`src/rtl/decoder_pkg.sv`:
```
// Shared definitions for the sequenced N-to-2^N decoder: mode codes and
// width-generic one-hot / polarity helpers.
package decoder_pkg;

    localparam logic MODE_DIRECT = 1'b0;
    localparam logic MODE_SCAN   = 1'b1;

    // Helpers work at a fixed maximum width; callers zero-extend and slice.
    localparam int unsigned MAX_SEL_W = 10;
    localparam int unsigned MAX_OUT_W = 2 ** MAX_SEL_W;

    function automatic logic [MAX_OUT_W-1:0] onehot(input logic [MAX_SEL_W-1:0] sel);
        logic [MAX_OUT_W-1:0] v;
        v      = '0;
        v[sel] = 1'b1;
        return v;
    endfunction

    function automatic logic [MAX_OUT_W-1:0] apply_polarity(input logic [MAX_OUT_W-1:0] v,
                                                           input logic               active_low);
        return active_low ? ~v : v;
    endfunction

endpackage

```
`src/rtl/decoder_seq_nx2n_if.sv`:
```
// Select-value handshake between a producer and the sequenced decoder.
interface decoder_seq_nx2n_if #(
    parameter int unsigned SEL_W = 4
);
    logic             valid;
    logic             ready;
    logic [SEL_W-1:0] sel;

    modport master (output valid, output sel, input ready);
    modport slave  (input valid, input sel, output ready);
endinterface

```
`src/rtl/decoder_seq_nx2n_scan_timer.sv`:
```
// Dwell counter for scan mode: counts 0..DWELL-1 while running and pulses
// tick on the last count.
module decoder_seq_nx2n_scan_timer #(
    parameter int unsigned DWELL = 4
) (
    input  logic i_clk,
    input  logic i_rst,
    input  logic i_clear,
    input  logic i_run,
    output logic o_tick
);

    localparam int unsigned CNT_W = $clog2(DWELL + 1);

    logic [CNT_W-1:0] r_cnt;
    logic [CNT_W-1:0] w_cnt_next;

    assign o_tick = i_run & (r_cnt == CNT_W'(DWELL - 1));

    always_comb begin
        w_cnt_next = r_cnt;
        if (i_clear) begin
            w_cnt_next = '0;
        end else if (i_run) begin
            w_cnt_next = o_tick ? '0 : r_cnt + CNT_W'(1);
        end
    end

    always_ff @(posedge i_clk) begin
        if (i_rst) begin
            r_cnt <= '0;
        end else begin
            r_cnt <= w_cnt_next;
        end
    end

endmodule

```
`src/rtl/decoder_seq_nx2n.sv`:
```
// Registered N-to-2^N one-hot decoder with a direct (handshaked select) mode
// and a scan mode that steps through every line with a programmable dwell.
module decoder_seq_nx2n
    import decoder_pkg::*;
#(
    parameter int unsigned SEL_W      = 4,
    parameter int unsigned DWELL      = 4,
    parameter bit          ACTIVE_LOW = 1'b0
) (
    input  logic                  i_clk,
    input  logic                  i_rst,
    input  logic                  i_enabled,
    input  logic                  i_mode,
    decoder_seq_nx2n_if.slave     in_bus,
    output logic [2**SEL_W-1:0]   o_outputs,
    output logic [SEL_W-1:0]      o_out_sel,
    output logic                  o_wrap
);

    localparam int unsigned OUT_W = 2 ** SEL_W;

    logic [SEL_W-1:0]     r_sel;
    logic [OUT_W-1:0]     r_out;
    logic                 r_wrap;

    logic                 w_direct;
    logic                 w_scan_run;
    logic                 w_accept;
    logic                 w_tick;
    logic [SEL_W-1:0]     w_sel_next;
    logic                 w_wrap_next;
    logic [MAX_OUT_W-1:0] w_active_wide;
    logic [MAX_OUT_W-1:0] w_idle_wide;
    logic [OUT_W-1:0]     w_active;
    logic [OUT_W-1:0]     w_idle;
    logic                 w_unused_hi;

    assign w_direct     = i_enabled & (i_mode == MODE_DIRECT);
    assign w_scan_run   = i_enabled & (i_mode == MODE_SCAN);
    assign in_bus.ready = w_direct & ~i_rst;
    assign w_accept     = in_bus.valid & in_bus.ready;

    // Direct mode keeps the dwell counter cleared so a switch to scan starts a fresh dwell.
    decoder_seq_nx2n_scan_timer #(
        .DWELL (DWELL)
    ) u_scan_timer (
        .i_clk   (i_clk),
        .i_rst   (i_rst),
        .i_clear (w_direct),
        .i_run   (w_scan_run),
        .o_tick  (w_tick)
    );

    always_comb begin
        w_sel_next  = r_sel;
        w_wrap_next = 1'b0;
        if (w_accept) begin
            w_sel_next = in_bus.sel;
        end else if (w_tick) begin
            w_sel_next  = r_sel + SEL_W'(1);
            w_wrap_next = &r_sel;
        end
    end

    assign w_active_wide = apply_polarity(onehot(MAX_SEL_W'(w_sel_next)), ACTIVE_LOW);
    assign w_idle_wide   = apply_polarity('0, ACTIVE_LOW);
    assign w_active      = w_active_wide[OUT_W-1:0];
    assign w_idle        = w_idle_wide[OUT_W-1:0];
    assign w_unused_hi   = ^{w_active_wide >> OUT_W, w_idle_wide >> OUT_W};

    always_ff @(posedge i_clk) begin
        if (i_rst) begin
            r_sel  <= '0;
            r_out  <= w_idle;
            r_wrap <= 1'b0;
        end else begin
            r_sel  <= w_sel_next;
            r_wrap <= w_wrap_next;
            r_out  <= i_enabled ? w_active : w_idle;
        end
    end

    assign o_outputs = r_out;
    assign o_out_sel = r_sel;
    assign o_wrap    = r_wrap;

endmodule

```
`src/flat_wrapper.sv`:
```
// flat-port wrapper written by rule: the top's interface ports become plain ports
module decoder_seq_nx2n_flat import decoder_pkg::*;
#(
    parameter int unsigned SEL_W      = 4,
    parameter int unsigned DWELL      = 4,
    parameter bit          ACTIVE_LOW = 1'b0
)
  (i_clk, i_rst, i_enabled, i_mode, o_outputs, o_out_sel, o_wrap, in_bus_valid, in_bus_sel, in_bus_ready);
  decoder_seq_nx2n_if #(.SEL_W(SEL_W)) in_bus_i ();
  input  logic i_clk;
  input  logic i_rst;
  input  logic i_enabled;
  input  logic i_mode;
  output logic [2**SEL_W-1:0] o_outputs;
  output logic [SEL_W-1:0] o_out_sel;
  output logic o_wrap;
  input wire logic [$bits(in_bus_i.valid)-1:0] in_bus_valid;
  input wire logic [$bits(in_bus_i.sel)-1:0] in_bus_sel;
  output wire logic [$bits(in_bus_i.ready)-1:0] in_bus_ready;
  assign in_bus_i.valid = in_bus_valid;
  assign in_bus_i.sel = in_bus_sel;
  assign in_bus_ready = in_bus_i.ready;
  decoder_seq_nx2n #(.SEL_W(SEL_W), .DWELL(DWELL), .ACTIVE_LOW(ACTIVE_LOW)) u_core (.i_clk(i_clk), .i_rst(i_rst), .i_enabled(i_enabled), .i_mode(i_mode), .in_bus(in_bus_i), .o_outputs(o_outputs), .o_out_sel(o_out_sel), .o_wrap(o_wrap));
endmodule
```
`config.mk`:
```
export PLATFORM = sky130hd
export DESIGN_NAME = decoder_seq_nx2n_flat
export DESIGN_NICKNAME = d
export VERILOG_FILES = /design/src/rtl/decoder_pkg.sv /design/src/rtl/decoder_seq_nx2n_if.sv /design/src/rtl/decoder_seq_nx2n_scan_timer.sv /design/src/rtl/decoder_seq_nx2n.sv /design/src/flat_wrapper.sv
export SDC_FILE = /design/constraint.sdc
export NUM_CORES = 1
export LEC_CHECK = 0
export ABC_CLOCK_PERIOD_IN_PS = 3900
export CAP_MARGIN = 20
export CORE_MARGIN = 2
export CORE_UTILIZATION = 45
export CTS_CLUSTER_SIZE = 20
export DETAILED_ROUTE_END_ITERATION = 12
export GPL_TIMING_DRIVEN = 0
export PLACE_DENSITY = 0.84
export SYNTH_ARGS = -nofsm -noshare
export SYNTH_HDL_FRONTEND = slang
export SYNTH_SLANG_ARGS = --single-unit
```
`constraint.sdc`:
```
create_clock -name i_clk -period 3.9 [get_ports i_clk]
set_clock_uncertainty 0.2 [all_clocks]
set_input_delay 0.39 -clock i_clk [delete_from_list [all_inputs] [get_ports i_clk]]
set_output_delay 0.39 -clock i_clk [all_outputs]
set_load 0.05 [all_outputs]
```
==> results of run 1 <==
## worst max-delay path by stage
| stage | startpoint | to | slack, ps | depth (start not counted) |
|---|---|---|---|---|
| after floorplan | i_rst | in_bus_ready | 1570 | 5 |
| after global placement | i_rst | in_bus_ready | 550 | 7 |
| after detailed placement | i_rst | in_bus_ready | 490 | 7 |
| after CTS | i_rst | in_bus_ready | 480 | 7 |
| after global routing | i_rst | in_bus_ready | 330 | 7 |
| final | i_rst | in_bus_ready | 470 | 7 |
## area by class of cell
type	count	area, um^2
clock buffers	4	36.28
fillers	204	780.7
plain buffers	7	31.28
well taps	28	35.03
repair buffers	30	300.3
inverters	3	11.26
flip-flops and latches	24	480.5
multi-input cells	82	579.3
## synthesized netlist by cell type, types with 2 or more instances
library cell,number
a211o_1,2
a211oi_1,2
a21oi_1,3
a221oi_1,16
clkbuf_1,5
dfxtp_1,24
ha_1,3
inv_1,3
nand2_1,6
nand2b_1,4
nand3_1,4
nand3b_1,4
nand4_1,3
nor2_1,7
nor2b_1,2
o21ai_0,2
o21bai_1,2
o22ai_1,2
or3_1,2
## logic make-up (layout without fill, tap and decap cells)
family / Yosys count / count (layout) / synth area share, %
simple gates: 42 / 42 / 23.04
mux: 1 / 1 / 0.9081
buf+inv: 10 / 44 / 3.859
compound gates: 34 / 34 / 23.61
fa+ha+maj: 3 / 3 / 3.406
flops: 24 / 24 / 43.59
xor+xnor: 2 / 2 / 1.589
## report_power, final
part           switching [mW]  leakage, nW  internal [mW]  total, mW
clock                  0.0733       0.0210         0.0570      0.130
sequential            0.00342        0.194          0.249      0.252
combinational          0.0378        0.296         0.0247     0.0625
## layer usage
metal  track usage [%]  wire (um)
met2             33.33       1253
met4             9.402         38
met1             27.68       1178
met5                 0          0
met3             2.825        140
## metrics by stage
stage | hold WS [ps] | utilization [%] | total power, mW | area [um^2]
after global routing | 305.4 | 65.37 | 0.4563 | 1474
after floorplan | 250.0 | - | 0.2945 | 1102
after global placement | 260.5 | 63.76 | 0.3178 | 1438
after CTS | 291.1 | 65.37 | 0.4454 | 1474
after detailed placement | 271.8 | 63.76 | 0.3195 | 1438
final | 286.2 | 65.37 | 0.4451 | 1474
## state kept, by name, indices dropped and copies added (netlist names)
signal / cells
u_core.o_out_sel: 4
u_core.o_outputs: 16
u_core.o_wrap: 1
u_core.u_scan_timer.r_cnt: 3
## critical path, cell delays in order
cell and delay (ps):
clkdlybuf4s50_1 490, clkbuf_1 370, nand2b_1 170, clkbuf_1 260, clkbuf_1 370, nor2_1 80
clkdlybuf4s50_1 710
==> impl_metrics.ini, run 1 <==
[cts]
cts_hold_buf = 0
cts_tree = built
clk_latency_ps = 310
cts.htree.levels = 1
cts_root_buf = clkbuf_4
post_cts.repair.setup_buffers = 0
clock-sinks = 24
clk_pin_slew_ps = 130
ctsResizeCount = 0
clk_path_buf_depth = 2
numCtsBuffers = 3

[status]
status = complete, no violations

[die]
core_area_um2 = 2255
die_w_um = 53.50
die_height_um = 53.50
pin_count = 31
start_util_pct = 48.89
dieArea_um2 = 2862
row_count = 17

[worst_setup_path]
crit_path_end_kind = output port
r2r-end = u_core.o_outputs[11]$_SDFF_PP0_
worstSetupPathType = primary input to output port
critPathMaxFanout = 10
timing.rr.start = u_core.u_scan_timer.r_cnt[0]$_SDFFE_PP0P_
cp-start-kind = primary input
worst_r2r_path_depth = 6
cp.arrival_ps = 2840
r2r_slack_ps = 1440
required_ps = 3310

[layout]
finalNonFillerCells = 178
final_cell_mix = clkdlybuf4s50_1, dfxtp_1, a221oi_1
drive_above_1_share_pct = 6.000
insertedDiodeCount = 0
nets = 163
area_growth_pct = 33.71
layout_commonest_cell = clkdlybuf4s50_1

[power]
p_per_area_nw_per_um2 = 302.0
ir_drop_v = 0.0001890
p_leak_nw = 0.5108

[timing]
setup_ws_ps = 468.2
worst_slew_pin_slew_ps = 601.2
max_slew_margin_pct = 59.50
finalCritPeriodShare_pct = 88.00
fin_crit_ps = 3432
fmax_mhz = 291.4
rsz0062_at_grt = false
tns_ps = 0
slew_violations = 0
setup_viol = 0
hold_viol = 0

[hold_path]
whs_path_depth = 2
hold_path_end = u_core.u_scan_timer.r_cnt[1]$_SDFFE_PP0P_
hold_path_class = flip-flop to flip-flop
hp-start = u_core.u_scan_timer.r_cnt[1]$_SDFFE_PP0P_

[run]
max_cap_violations = 0

[synth]
syn_inst = 116
synth-seq-cells = 24
async_flop_share_pct = 0
synth-main-ff-cell = dfxtp_1
seq_area_frac_synth_pct = 43.59
syn-num-nets = 128
yosysTopAreaCell = dfxtp_1
syn-cell-area_um2 = 1102
synth_area_leaders = dfxtp_1, a221oi_1, ha_1
netlist-cell-type-count = 39
postSynthAreaPerCell_um2 = 9.503
synth_edf_count = 0
synth_top_area_share_pct = 43.59
yosysWarningCount = 0

[placed_design]
place_ws_ps = 490.7
gp_congestion = 0.8930
dp_hpwl_um = 1985
port-buffer-count = 30
dp.cells = 174

[detailed_routing]
postRouteAntennaNets = 0
drtPass1Iterations = 4
vias = 1063
routed_wl_um = 2610
wl_per_cell_um = 14.66
drt_iter0_markers = 35
viasPerCell = 5.972
drcViolationCount = 0

[global_routing]
grt_pass1_wl_um = 4298
antenna_found_initial = 0
grt_pass1_vias = 955
grt_overflow_total = 0
track_usage_pct = 20.90
grt_max_degree = 14
(Power assumes the default switching activity.)
==> inputs of run 2 (changes only) <==
PLACE_DENSITY = 0.83   (was 0.84)
SYNTH_HIERARCHICAL = 1   (was default)
==> impl_metrics.ini, run 2 <==
[detailed_routing]
drt_iter0_markers = 22
drtPass1Iterations = 4
viasPerCell = 5.704
drcViolationCount = 0
wl_per_cell_um = 14.06
postRouteAntennaNets = 0
vias = 1061
routed_wl_um = 2615

[worst_setup_path]
path_cells = clkdlybuf4s50_1 > nand2b_1 > nor2_1 > clkdlybuf4s50_1
cp-start-kind = primary input
required_ps = 3310
path_common_cell = clkdlybuf4s50_1
critPathBufInv = 2
critPathSlowestCell = clkdlybuf4s50_1
critPathMaxFanout = 10
timing.critical_path.max_delay_family = buffers and inverters
worstSetupPathType = primary input to output port
crit_path_end_kind = output port
cp_slowest_stage_delay_ps = 810
cp.arrival_ps = 2110

[global_routing]
grt_overflow_total = 0
antenna_found_initial = 0
grt_pass1_vias = 990
track_usage_pct = 17.23
grt_max_degree = 14
grt_pass1_wl_um = 4312

[die]
start_util_pct = 47.50
dieArea_um2 = 3065
row_count = 18
core_area_um2 = 2500
pin_count = 31
die_height_um = 55.37
die_w_um = 55.37

[cts]
post_cts.repair.setup_buffers = 0
cts.htree.levels = 1
cts_tree = built
cts_root_buf = clkbuf_4
clk_latency_ps = 300
clk_path_buf_depth = 2
clk_pin_slew_ps = 130
cts_hold_buf = 0
numCtsBuffers = 3
clock-sinks = 24
ctsResizeCount = 0

[placed_design]
place_area_um2 = 1525
place_ws_ps = 1184
gp_congestion = 0.8796
port-buffer-count = 30
dp.cells = 182
dp_hpwl_um = 2059

[synth]
synth_edf_count = 0
synth_area_leaders = dfxtp_1, o22ai_1, a211oi_1
seq_area_frac_synth_pct = 40.46
syn_inst = 122
synth_common_cells = dfxtp_1, o22ai_1, nand2_1, nor2_1
syn-cell-area_um2 = 1187
yosysTopAreaCell = dfxtp_1
syn-num-nets = 133
synth-main-ff-cell = dfxtp_1
yosysWarningCount = 6
synth-seq-cells = 24
netlist-cell-type-count = 40
yosysMostFrequentCell = dfxtp_1
postSynthAreaPerCell_um2 = 9.733
synth_top_area_share_pct = 40.46
async_flop_share_pct = 0

[layout]
ff_latch_area_um2 = 480.5
insertedDiodeCount = 0
area_growth_pct = 31.51
nets = 168
drive_above_1_share_pct = 13.46
layout_commonest_cell = clkdlybuf4s50_1
post-route-cell-area_um2 = 1562
largest_register_ffs = 16
final_cell_mix = clkdlybuf4s50_1, dfxtp_1, o22ai_1
multi_input_area_um2 = 654.4
fin_util_pct = 62.46
finalNonFillerCells = 186
fillerInstances = 216

[power]
switching_share_pct = 24.84
p_per_area_nw_per_um2 = 283.1
power_frac_seq_pct = 56.9
cellInternalPower_uw = 332.3
p_sw_uw = 109.8
ir_drop_v = 0.0001582
p_leak_nw = 0.5727
clkPwrFrac_pct = 28.4
p_comb_share_pct = 14.6
total_power_uw = 442.1

[status]
status = complete, no violations

[timing]
rsz0062_at_grt = false
max_slew_margin_pct = 65.05
tns_ps = 0
slew_violations = 0
hold_ws_ps = 314.1
fin_crit_ps = 2697
setup_ws_ps = 1203
setup_viol = 0
hold_viol = 0
worst_slew_pin_slew_ps = 518.8
finalCritPeriodShare_pct = 69.15
fmax_mhz = 370.8

[hold_path]
hold_path_class = flip-flop to flip-flop

[run]
max_cap_violations = 0
## run 2: cell type report
cell class | count | area share (%)
multi-input cells | 88 | 41.91
well taps | 30 | 2.404
repair buffers | 30 | 19.23
clock buffers | 4 | 2.324
inverters | 4 | 0.9615
flip-flops and latches | 24 | 30.77
plain buffers | 6 | 2.404
## run 2: cells by family (layout without fill, tap and decap cells)
family	Yosys count	count (layout)	synth area share (%)
flip-flops	24	24	40.46
AND/OR/NAND/NOR	47	47	23.39
multiplexers	2	2	1.686
adder cells (fa/ha/maj)	2	2	2.107
AO/OA/AOI/OAI	33	33	23.39
buffers and inverters	10	44	4.425
XOR/XNOR	4	4	4.532
## run 2: per-layer routing
layer | share of wire (%) | GRT usage, % | vias to the layer above
li1 | - | - | 523
met1 | 44 | 21.61 | 491
met2 | 48 | 29.42 | 43
met3 | 6.6 | 3.747 | 4
met4 | 1.0 | 5.226 | 0
met5 | 0 | 0 | -
## run 2: power groups by stage
stage / combinational (mW) / clock [mW] / sequential, mW
2_1_floorplan: 0.0289 / 0 / 0.267
3_3_place_gp: 0.0624 / 0 / 0.257
3_5_place_dp: 0.0644 / 0 / 0.257
4_1_cts: 0.0645 / 0.130 / 0.252
5_1_grt: 0.0692 / 0.142 / 0.252
6_report: 0.0647 / 0.126 / 0.252
## run 2: final timing paths
check | start | to | slack, ps | cells past startpoint
worst max-delay path | i_rst | in_bus_ready | 1200 | 4
worst max register to register | u_core/o_out_sel[1]$_SDFF_PP0_ | u_core/o_outputs[5]$_SDFF_PP0_ | 1880 | 5
worst min-delay path | u_core/u_scan_timer/r_cnt[2]$_SDFFE_PP0P_ | u_core/u_scan_timer/r_cnt[2]$_SDFFE_PP0P_ | 310 | 1
worst min register to register | u_core/u_scan_timer/r_cnt[2]$_SDFFE_PP0P_ | u_core/u_scan_timer/r_cnt[2]$_SDFFE_PP0P_ | 310 | 1
## run 2: worst register-to-register path, cell delays in order, from the launching register on
cell and delay (ps):
dfxtp_1 540, ha_1 410, nand2_1 210, o32ai_2 290, a31oi_2 100, o32ai_1 170
==> inputs of run 3 (changes only) <==
ABC_CLOCK_PERIOD_IN_PS = 2500   (was 3900)
clock period = 2.5 ns   (was 3.9 ns; I/O delays follow)
==> impl_metrics.ini, run 3 (synthesized netlist as in run 2, its figures left out) <==
[cts]
clk_latency_ps = 300
cts_hold_buf = 0
clk_path_buf_depth = 2
cts_root_buf = clkbuf_4
clock-sinks = 24
clk_pin_slew_ps = 130
numCtsBuffers = 3
cts_tree = built
cts.htree.levels = 1

[global_routing]
track_usage_pct = 17.23
grt_pass1_wl_um = 4312
grt_overflow_total = 0
grt_max_degree = 14
grt_pass1_vias = 990
antenna_found_initial = 0

[layout]
drive_above_1_share_pct = 13.46
layout_commonest_cell = clkdlybuf4s50_1
insertedDiodeCount = 0
final_cell_mix = clkdlybuf4s50_1, dfxtp_1, o22ai_1
nets = 168
fin_util_pct = 62.56
largest_register_ffs = 16
fillerInstances = 215
area_growth_pct = 31.72

[die]
die_height_um = 55.37
die_w_um = 55.37
core_area_um2 = 2500
pin_count = 31
dieArea_um2 = 3065
start_util_pct = 47.50
row_count = 18

[worst_setup_path]
path_cells = clkdlybuf4s50_1
cp_slowest_stage_delay_ps = 870
critPathBufInv = 1
cp.arrival_ps = 1720
worstSetupPathType = flip-flop to output port
critPathMaxFanout = 10
required_ps = 2050
critPathSlowestCell = clkdlybuf4s50_1
crit_path_end_kind = output port
cp-start-kind = flip-flop
timing.critical_path.max_delay_family = buffers and inverters

[run]
max_cap_violations = 0

[timing]
setup_viol = 0
max_slew_margin_pct = 64.96
fmax_mhz = 460.4
fin_crit_ps = 2172
rsz0062_at_grt = false
finalCritPeriodShare_pct = 86.88
tns_ps = 0
worst_slew_pin_slew_ps = 520.1
hold_viol = 0
slew_violations = 0
hold_ws_ps = 314.1

[detailed_routing]
vias = 1062
drcViolationCount = 0
viasPerCell = 5.710
routed_wl_um = 2621
drtPass1Iterations = 4
postRouteAntennaNets = 0
drt_iter0_markers = 22
wl_per_cell_um = 14.09

[placed_design]
gp_congestion = 0.8796
port-buffer-count = 30
dp_hpwl_um = 2059

[status]
status = complete, no violations

[hold_path]
hold_path_class = flip-flop to flip-flop

[power]
p_leak_nw = 0.5891
ir_drop_v = 0.0002468
p_per_area_nw_per_um2 = 440.9
-- run 3: final cells by class --
class / count / area (um^2) / share of cell area (%)
multi-input combinational: 88 / 654.4 / 41.84
buffer: 6 / 37.54 / 2.400
sequential: 24 / 480.5 / 30.72
tap: 30 / 37.54 / 2.400
clock buffer: 4 / 36.28 / 2.320
inverter: 4 / 15.01 / 0.9600
timing repair buffer: 30 / 302.8 / 19.36
-- run 3: per-layer routing --
metal  share of wire, %  GRT usage [%]
met1                 45          21.61
met2                 48          29.42
met3                6.3          3.747
met4                1.0          5.226
met5                  0              0
-- run 3: where the power goes --
part	internal [mW]	switching, mW
logic	0.0413	0.0597
registers	0.388	0.00431
clock network	0.0887	0.107
-- run 3: stage by stage --
step           instance area, um^2  power [mW]  setup slack, ps  cells
3_5_place_dp                  1525      0.5016            43.36    182
6_report                      1564      0.6896            328.0    186
4_1_cts                       1562      0.6965            71.11    186
5_1_grt                       1564      0.7231            223.6    186
3_3_place_gp                  1525      0.4982            109.8    182
2_1_floorplan                 1187      0.4623            425.6    122
-- run 3: worst paths after layout --
kind / slack, ps / from / end / cells past startpoint
hold / removal: 310 / u_core/u_scan_timer/r_cnt[2]$_SDFFE_PP0P_ / u_core/u_scan_timer/r_cnt[2]$_SDFFE_PP0P_ / 1
setup reg to reg: 480 / u_core/o_out_sel[1]$_SDFF_PP0_ / u_core/o_outputs[5]$_SDFF_PP0_ / 5
setup / recovery: 330 / u_core/o_out_sel[1]$_SDFF_PP0_ / o_out_sel[1] / 1
hold reg to reg: 310 / u_core/u_scan_timer/r_cnt[2]$_SDFFE_PP0P_ / u_core/u_scan_timer/r_cnt[2]$_SDFFE_PP0P_ / 1
-- run 3: what timing repair did --
action / 4_1_cts / 5_1_grt
buffers inserted: 0 / 0
gates resized for setup: 0 / 1
endpoints found under the hold margin: 0 / 0
setup endpoints to repair: 0 / 1
